==> src/rtl/if_stage_if.sv <==
// Instruction-memory bus between the fetch stage (master) and memory (slave).
interface if_stage_if;
  logic        imem_req;
  logic [31:0] imem_addr;
  logic [31:0] imem_rdata;
  logic        imem_ready;

  modport master (
    output imem_req,
    output imem_addr,
    input  imem_rdata,
    input  imem_ready
  );

  modport slave (
    input  imem_req,
    input  imem_addr,
    output imem_rdata,
    output imem_ready
  );
endinterface

==> src/rtl/if_stage.sv <==
// Instruction fetch stage: issues word fetches, buffers one word across a
// downstream freeze, and drains an in-flight request when a redirect arrives
// before the memory has answered.
module if_stage #(
  parameter logic [31:0] RESET_PC  = 32'h0000_0000,
  parameter logic [31:0] NOP_INSTR = 32'hE000_0000
) (
  input  logic               clk,
  input  logic               rst,
  input  logic               freeze,
  input  logic               branch_taken,
  input  logic [31:0]        branch_addr,
  if_stage_if.master         imem,
  output logic               fetch_valid,
  output logic [31:0]        instruction,
  output logic [31:0]        pc_out
);

  typedef enum logic [1:0] {FETCH, HOLD, DRAIN} state_t;

  state_t      state_q, state_d;
  logic [31:0] pc_q, pc_d;
  logic [31:0] tgt_q, tgt_d;
  logic [31:0] buf_instr_q, buf_instr_d;
  logic [31:0] buf_pc_q, buf_pc_d;

  logic [31:0] pc_inc;
  logic [31:0] br_tgt;
  logic        xfer;

  assign pc_inc = pc_q + 32'd4;
  assign br_tgt = branch_addr & ~32'h3;

  // Next-state logic and combinational fetch outputs.
  always_comb begin
    state_d       = state_q;
    pc_d          = pc_q;
    tgt_d         = tgt_q;
    buf_instr_d   = buf_instr_q;
    buf_pc_d      = buf_pc_q;
    imem.imem_req = 1'b0;
    imem.imem_addr = pc_q;
    fetch_valid   = 1'b0;
    instruction   = NOP_INSTR;
    pc_out        = '0;
    xfer          = 1'b0;

    unique case (state_q)
      FETCH: begin
        imem.imem_req = 1'b1;
        xfer          = imem.imem_ready;
        fetch_valid   = imem.imem_ready & ~branch_taken;
        if (fetch_valid) begin
          instruction = imem.imem_rdata;
          pc_out      = pc_inc;
        end
        if (xfer) begin
          if (branch_taken) begin
            pc_d = br_tgt;
          end else begin
            pc_d = pc_inc;
            if (freeze) begin
              buf_instr_d = imem.imem_rdata;
              buf_pc_d    = pc_inc;
              state_d     = HOLD;
            end
          end
        end else if (branch_taken) begin
          tgt_d   = br_tgt;
          state_d = DRAIN;
        end
      end

      HOLD: begin
        fetch_valid = 1'b1;
        instruction = buf_instr_q;
        pc_out      = buf_pc_q;
        if (branch_taken) begin
          pc_d    = br_tgt;
          state_d = FETCH;
        end else if (!freeze) begin
          state_d = FETCH;
        end
      end

      DRAIN: begin
        // Request must stay up at the old address until the memory answers;
        // the returned word is dropped and the latest redirect is applied.
        imem.imem_req = 1'b1;
        xfer          = imem.imem_ready;
        if (branch_taken) tgt_d = br_tgt;
        if (xfer) begin
          pc_d    = branch_taken ? br_tgt : tgt_q;
          state_d = FETCH;
        end
      end

      default: state_d = FETCH;
    endcase

    if (rst) begin
      imem.imem_req = 1'b0;
      fetch_valid   = 1'b0;
      instruction   = NOP_INSTR;
      pc_out        = '0;
    end
  end

  // State and datapath registers with asynchronous reset.
  always_ff @(posedge clk or posedge rst) begin
    if (rst) begin
      state_q     <= FETCH;
      pc_q        <= RESET_PC;
      tgt_q       <= '0;
      buf_instr_q <= NOP_INSTR;
      buf_pc_q    <= '0;
    end else begin
      state_q     <= state_d;
      pc_q        <= pc_d;
      tgt_q       <= tgt_d;
      buf_instr_q <= buf_instr_d;
      buf_pc_q    <= buf_pc_d;
    end
  end

endmodule
==> src/flat_wrapper.sv <==
// flat-port wrapper written by rule: the top's interface ports become plain ports
module if_stage_flat 
#(
  parameter logic [31:0] RESET_PC  = 32'h0000_0000,
  parameter logic [31:0] NOP_INSTR = 32'hE000_0000
)
  (clk, rst, freeze, branch_taken, branch_addr, fetch_valid, instruction, pc_out, imem_imem_req, imem_imem_addr, imem_imem_rdata, imem_imem_ready);
  if_stage_if imem_i ();
  input  logic clk;
  input  logic rst;
  input  logic freeze;
  input  logic branch_taken;
  input  logic [31:0] branch_addr;
  output logic fetch_valid;
  output logic [31:0] instruction;
  output logic [31:0] pc_out;
  output wire logic [$bits(imem_i.imem_req)-1:0] imem_imem_req;
  output wire logic [$bits(imem_i.imem_addr)-1:0] imem_imem_addr;
  input wire logic [$bits(imem_i.imem_rdata)-1:0] imem_imem_rdata;
  input wire logic [$bits(imem_i.imem_ready)-1:0] imem_imem_ready;
  assign imem_imem_req = imem_i.imem_req;
  assign imem_imem_addr = imem_i.imem_addr;
  assign imem_i.imem_rdata = imem_imem_rdata;
  assign imem_i.imem_ready = imem_imem_ready;
  if_stage #(.RESET_PC(RESET_PC), .NOP_INSTR(NOP_INSTR)) u_core (.clk(clk), .rst(rst), .freeze(freeze), .branch_taken(branch_taken), .branch_addr(branch_addr), .imem(imem_i), .fetch_valid(fetch_valid), .instruction(instruction), .pc_out(pc_out));
endmodule
==> config.mk <==
export PLATFORM = sky130hd
export DESIGN_NAME = if_stage_flat
export DESIGN_NICKNAME = d
export VERILOG_FILES = /design/src/rtl/if_stage_if.sv /design/src/rtl/if_stage.sv /design/src/flat_wrapper.sv
export SDC_FILE = /design/constraint.sdc
export NUM_CORES = 1
export LEC_CHECK = 0
export BUFFER_PORTS_ARGS = -buffer_cell sky130_fd_sc_hd__clkbuf_2
export CORE_UTILIZATION = 49
export CTS_CLUSTER_SIZE = 25
export DETAILED_ROUTE_END_ITERATION = 8
export GPL_TIMING_DRIVEN = 1
export HOLD_SLACK_MARGIN = 0.03
export PLACE_DENSITY = 0.77
export SLEW_MARGIN = 0
export SYNTH_ARGS = -nofsm -noshare
export SYNTH_HDL_FRONTEND = slang
export SYNTH_SLANG_ARGS = --single-unit
export TNS_END_PERCENT = 30
==> constraint.sdc <==
create_clock -name clk -period 5.76 [get_ports clk]
set_clock_uncertainty 0.05 [all_clocks]
set_input_delay 0.864 -clock clk [delete_from_list [all_inputs] [get_ports clk]]
set_output_delay 0.864 -clock clk [all_outputs]
set_load 0.01 [all_outputs]
---- Word-level counts from Yosys, hierarchy flattened ----
Index checks and enable logic that the tools add are counted.
operators by class
  mux-type cells .......................... 26
  reduce and logical (&&, ||, !) cells .... 8
  equal/unequal tests ..................... 10
  bitwise operators ....................... 2
  add/subtract/negate cells ............... 1
operators with widths
  cell                                                              count
  32-bit 2-to-1 mux                                                 10
  32-bit one-hot mux with 2 select lines                            3
  32-bit one-hot mux with 3 select lines                            1
  32-bit by 3-bit adder with 32-bit output (second input constant)  1
  2-bit 2-to-1 mux                                                  7
  3-bit inequality test (second input constant)                     4
  2-bit inequality test (second input constant)                     4
  4-bit AND reduction                                               2
  2-bit one-hot mux with 3 select lines                             1
  5-bit AND reduction                                               1
  1-bit 2-to-1 mux                                                  3
  3-bit nonzero test                                                1
  2-bit by 1-bit == test with 1-bit output (second input constant)  1
  2-bit == test (second input constant)                             1
  2-bit logical NOT                                                 1
  1-bit one-hot mux with 2 select lines                             1
  2-bit AND reduction                                               1
  2-bit nonzero test                                                1
  2-bit OR reduction                                                1
  1-bit AND                                                         1
  1-bit inverter                                                    1
word-level totals
  register bits after elaboration ......... 130
  output and inout bits ................... 98
  input bits .............................. 69
  word-level logic and storage cells ...... 52

---- Logic depth before layout (Yosys ltp) ----
  depth in word-level cells ............... 5
  depth in mapped cells ................... 9

---- Worst setup path before layout ----
No wires, ideal clock.
  path kind ............................... input -> output
  start ................................... input rst
  end ..................................... output instruction[18]
  arrival time ............................ 4888 ps
  path buffers ............................ 2
  setup slack ............................. -42 ps
  stages on the path ...................... 5
  path through ............................ inv_1 o21ai_0 clkbuf_1 clkbuf_1 nor2_1
between the ends
  cells in the longest elaborated chain, start to end .. 1
ends and longest elaborated chain
  what               RTL line            RTL
  start, declared    flat_wrapper.sv:10  input logic rst;
  32-bit 2-to-1 mux  if_stage.sv:101     if (rst) begin
  end, declared      flat_wrapper.sv:15  output logic [31:0] instruction;
Every way passes these cells.

---- Worst setup path after layout ----
  start ................................... register u_core.state_q[1]
  end ..................................... output pc_out[22]
between the ends
  cells in the longest elaborated chain, start to end .. 3
  elaborated cells between the ends (all ways) .. 4
ends and longest elaborated chain
  what                                                                                  RTL line            RTL
  start, declared                                                                       if_stage.sv:21      state_t state_q, state_d;
  start signal, assigned                                                                if_stage.sv:118     state_q <= state_d;
  2-bit by 1-bit == test with 1-bit output / 2-bit logical NOT (equally long branches)  if_stage.sv:48      unique case (state_q)
  32-bit one-hot mux with 2 select lines *                                              if_stage.sv:48
  32-bit 2-to-1 mux *                                                                   if_stage.sv:101
  end, declared                                                                         flat_wrapper.sv:16  output logic [31:0] pc_out;
Every way passes the cells marked *; elsewhere a longest branch is shown, timed or not.

==> results.json <==
{
  "dr.pass1.iters": 5,
  "r2r_slack_ns": 2.74,
  "r2r-start": "u_core.state_q[1]",
  "cts_buffers": 17,
  "swShare": 0.3985,
  "die_w_um": 122.7,
  "synth-warning-count": 0,
  "finalHoldViolations": 0,
  "ys.flop_type": "dfrtp_1",
  "wire_per_inst_um": 17.43,
  "rsz0062_at_grt": "no",
  "final_nets": 953,
  "clockBufferDepth": 2,
  "endpoint": "pc_out[22]",
  "timing.slew.headroom": 0.1927,
  "drc": 0,
  "status": "finished clean",
  "routed_wl_mm": 18.63,
  "drv_slew": 0,
  "pwr-share-comb": 0.426,
  "core_mm2": 0.01404,
  "pwr-share-clk": 0.211,
  "cp_slowest_cell": "nand4_1",
  "overflow": 0,
  "r2r_cells": 6,
  "grt_max_degree": 75,
  "clock_sinks": 130,
  "p_leak_nw": 3.844,
  "hold-worst-slack_ns": 0.4261,
  "min_period_ns": 3.955,
  "root_buffer": "clkbuf_16",
  "finalSetupViolCount": 0,
  "critPathLaunch": "u_core.state_q[1]",
  "slowest_delay_ns": 0.79,
  "cts_tree": "yes",
  "via_count": 6206,
  "synth_edf_count": 0,
  "postCtsSetupBuffers": 0,
  "crit_arrival_ns": 3.04,
  "drive_gt1_frac": 0.3273,
  "placed_cell_area_mm2": 0.008038,
  "power_mw": 4.688,
  "synth_cell_types": 57,
  "r2r_end": "u_core.buf_instr_q[7]",
  "synth_nets": 820,
  "netlist_area_mm2": 0.007138,
  "row_count": 43,
  "grt.total_usage": 0.2541,
  "max_cap_violations": 0,
  "max_freq_mhz": 252.8,
  "fp.dieH_um": 122.7,
  "async_reset_ff_frac": 1.000,
  "stdcell_count": 1069,
  "fin_area_mm2": 0.008573,
  "final.setup.worst_slack_ns": 1.805,
  "p_switching_mw": 1.869,
  "io_pins": 167,
  "io_buffers": 164,
  "clkTransAtPathRegs_ns": 0.05,
  "hpwl_mm": 12.77,
  "globalplace.congestion": 0.8727,
  "power_density_mw_per_mm2": 546.9,
  "seqPwrFrac": 0.363,
  "critPathLaunchType": "flip-flop",
  "hp-class": "reg -> reg",
  "place_ws_ns": 1.974,
  "ant_nets": 0,
  "required_ns": 4.85,
  "internal_power_mw": 2.820,
  "dieArea_mm2": 0.01505,
  "final_util": 0.6105,
  "syn_area_per_cell_um2": 9.568,
  "synth_seq_cells": 130,
  "cts_hold_buf": 0,
  "grt_pass1_vias": 5671,
  "grt_antenna_before_repair": 0,
  "post-place-cells": 1040,
  "cts_max_level": 4,
  "initial_core_util": 0.5083,
  "crit_type": "reg -> out",
  "period_share": 0.6867,
  "critPathMaxFanout": 22,
  "peakVddDrop_uv": 256.5,
  "crit_chain": "inv_1 > ha_1 > nand4_1 > o21ai_0 > clkbuf_2",
  "cp-end-kind": "output port",
  "synthesis.instances": 746,
  "antennaDiodeCount": 0,
  "cts_resized": 0,
  "drtIter0Drc": 600,
  "vias_per_cell": 5.805,
  "grt_pass1_wl_mm": 29.12,
  "ys_seq_area_frac": 0.4563,
  "area_growth_pct": 20.11,
  "tightest_slew_ns": 1.206,
  "setup_tns_ns": 0,
  "clk_latency_ns": 0.42
}
[layer usage]
metal / track usage / share of wire / vias up
met4: 0.08079 / 0.016 / 0
li1: - / - / 2957
met2: 0.3883 / 0.45 / 241
met5: 0 / 0 / -
met3: 0.06599 / 0.069 / 23
met1: 0.3514 / 0.46 / 2985
[area by class of cell]
class | instances | area, µm²
clock buffer | 23 | 478.0
clock inverter | 6 | 57.56
fill | 1175 | 5469
inverter | 20 | 78.83
multi-input combinational | 537 | 3588
sequential | 130 | 3257
tap | 180 | 225.2
timing repair buffer | 173 | 888.4
[cell usage after synthesis, types with 13 or more instances]
| master | number | area, µm² |
|---|---|---|
| clkbuf_1 | 44 | 165.2 |
| inv_1 | 19 | 71.32 |
| nand2_1 | 81 | 304.0 |
| dfrtp_1 | 127 | 3178 |
| mux2_2 | 67 | 754.5 |
| nor2_1 | 71 | 266.5 |
| a21oi_1 | 31 | 155.2 |
| xnor2_1 | 22 | 192.7 |
| a22oi_1 | 44 | 330.3 |
| nand4_1 | 13 | 81.33 |
| o21ai_0 | 68 | 340.3 |
[worst max-delay path: cells and delay by family (launching register included)]
family	cells	cell delay [ns]
simple gates	1	0.79
compound gates	1	0.56
fa+ha+maj	1	0.50
flops	1	0.43
buf+inv	2	0.33
[power by group through the flow]
stage | clock network, mW | registers (mW) | logic [mW]
after CTS | 1.00 | 1.69 | 2.01
after floorplan | 0 | 1.64 | 1.43
after global routing | 1.04 | 1.76 | 2.22
after global placement | 0 | 1.68 | 1.94
after detailed placement | 0 | 1.70 | 1.99
final | 0.989 | 1.70 | 2.00
[state kept, by name, indices dropped and copies added (netlist names)]
name,flops
u_core.imem.imem_addr,32
u_core.buf_instr_q,32
u_core.tgt_q,32
u_core.buf_pc_q,32
u_core.state_q,2
[cell usage in the layout (no fill, tap or decap), types with 3 or more instances in the layout]
cell	synthesis	layout
dfstp_2	3	3
mux2_2	67	67
o21ai_0	68	67
nor4_1	3	3
buf_4	2	9
nand4_1	13	13
a31oi_1	4	4
nor3_1	9	8
nor3_2	2	3
a22o_1	9	9
and3_1	6	6
nor2_1	71	71
clkbuf_8	0	3
clkinv_2	0	4
clkbuf_16	0	17
o22a_1	3	3
o21ai_1	10	9
nand2_1	81	80
xor2_1	5	5
o22ai_1	11	11
o31a_1	3	3
ha_1	5	4
a221oi_1	9	9
a2bb2oi_1	4	4
o2bb2ai_1	6	6
nor4_4	3	3
xnor2_1	22	22
nand3_1	9	9
a22oi_1	44	44
a222oi_1	3	3
mux2i_1	5	5
inv_1	19	18
clkbuf_2	0	164
a21oi_1	31	31
clkbuf_1	44	3
and2_1	3	3
dfrtp_1	127	127
[logic make-up (layout without fill, tap and decap cells)]
kind of cell	Yosys count	count (layout)	share of synthesized area
XOR/XNOR	27	27	0.03313
adder cells (fa/ha/maj)	5	5	0.008764
AO/OA/AOI/OAI	216	216	0.1949
multiplexers	72	72	0.1127
buffers and inverters	79	222	0.04452
AND/OR/NAND/NOR	217	217	0.1497
flip-flops	130	130	0.4563
[worst min path at each step]
| stage | start | to | slack [ns] | depth (start not counted) |
|---|---|---|---|---|
| CTS | u_core.buf_pc_q[30] | u_core.buf_pc_q[30] | 0.43 | 2 |
| detailed placement | u_core.buf_pc_q[30] | u_core.buf_pc_q[30] | 0.42 | 2 |
| floorplan | u_core.tgt_q[18] | u_core.tgt_q[18] | 0.40 | 2 |
| finish | u_core.buf_pc_q[16] | u_core.buf_pc_q[16] | 0.43 | 2 |
| global placement | u_core.buf_pc_q[20] | u_core.buf_pc_q[20] | 0.41 | 2 |
| global route | u_core.tgt_q[0] | u_core.tgt_q[0] | 0.45 | 1 |
Power figures use the tool's default switching activity.
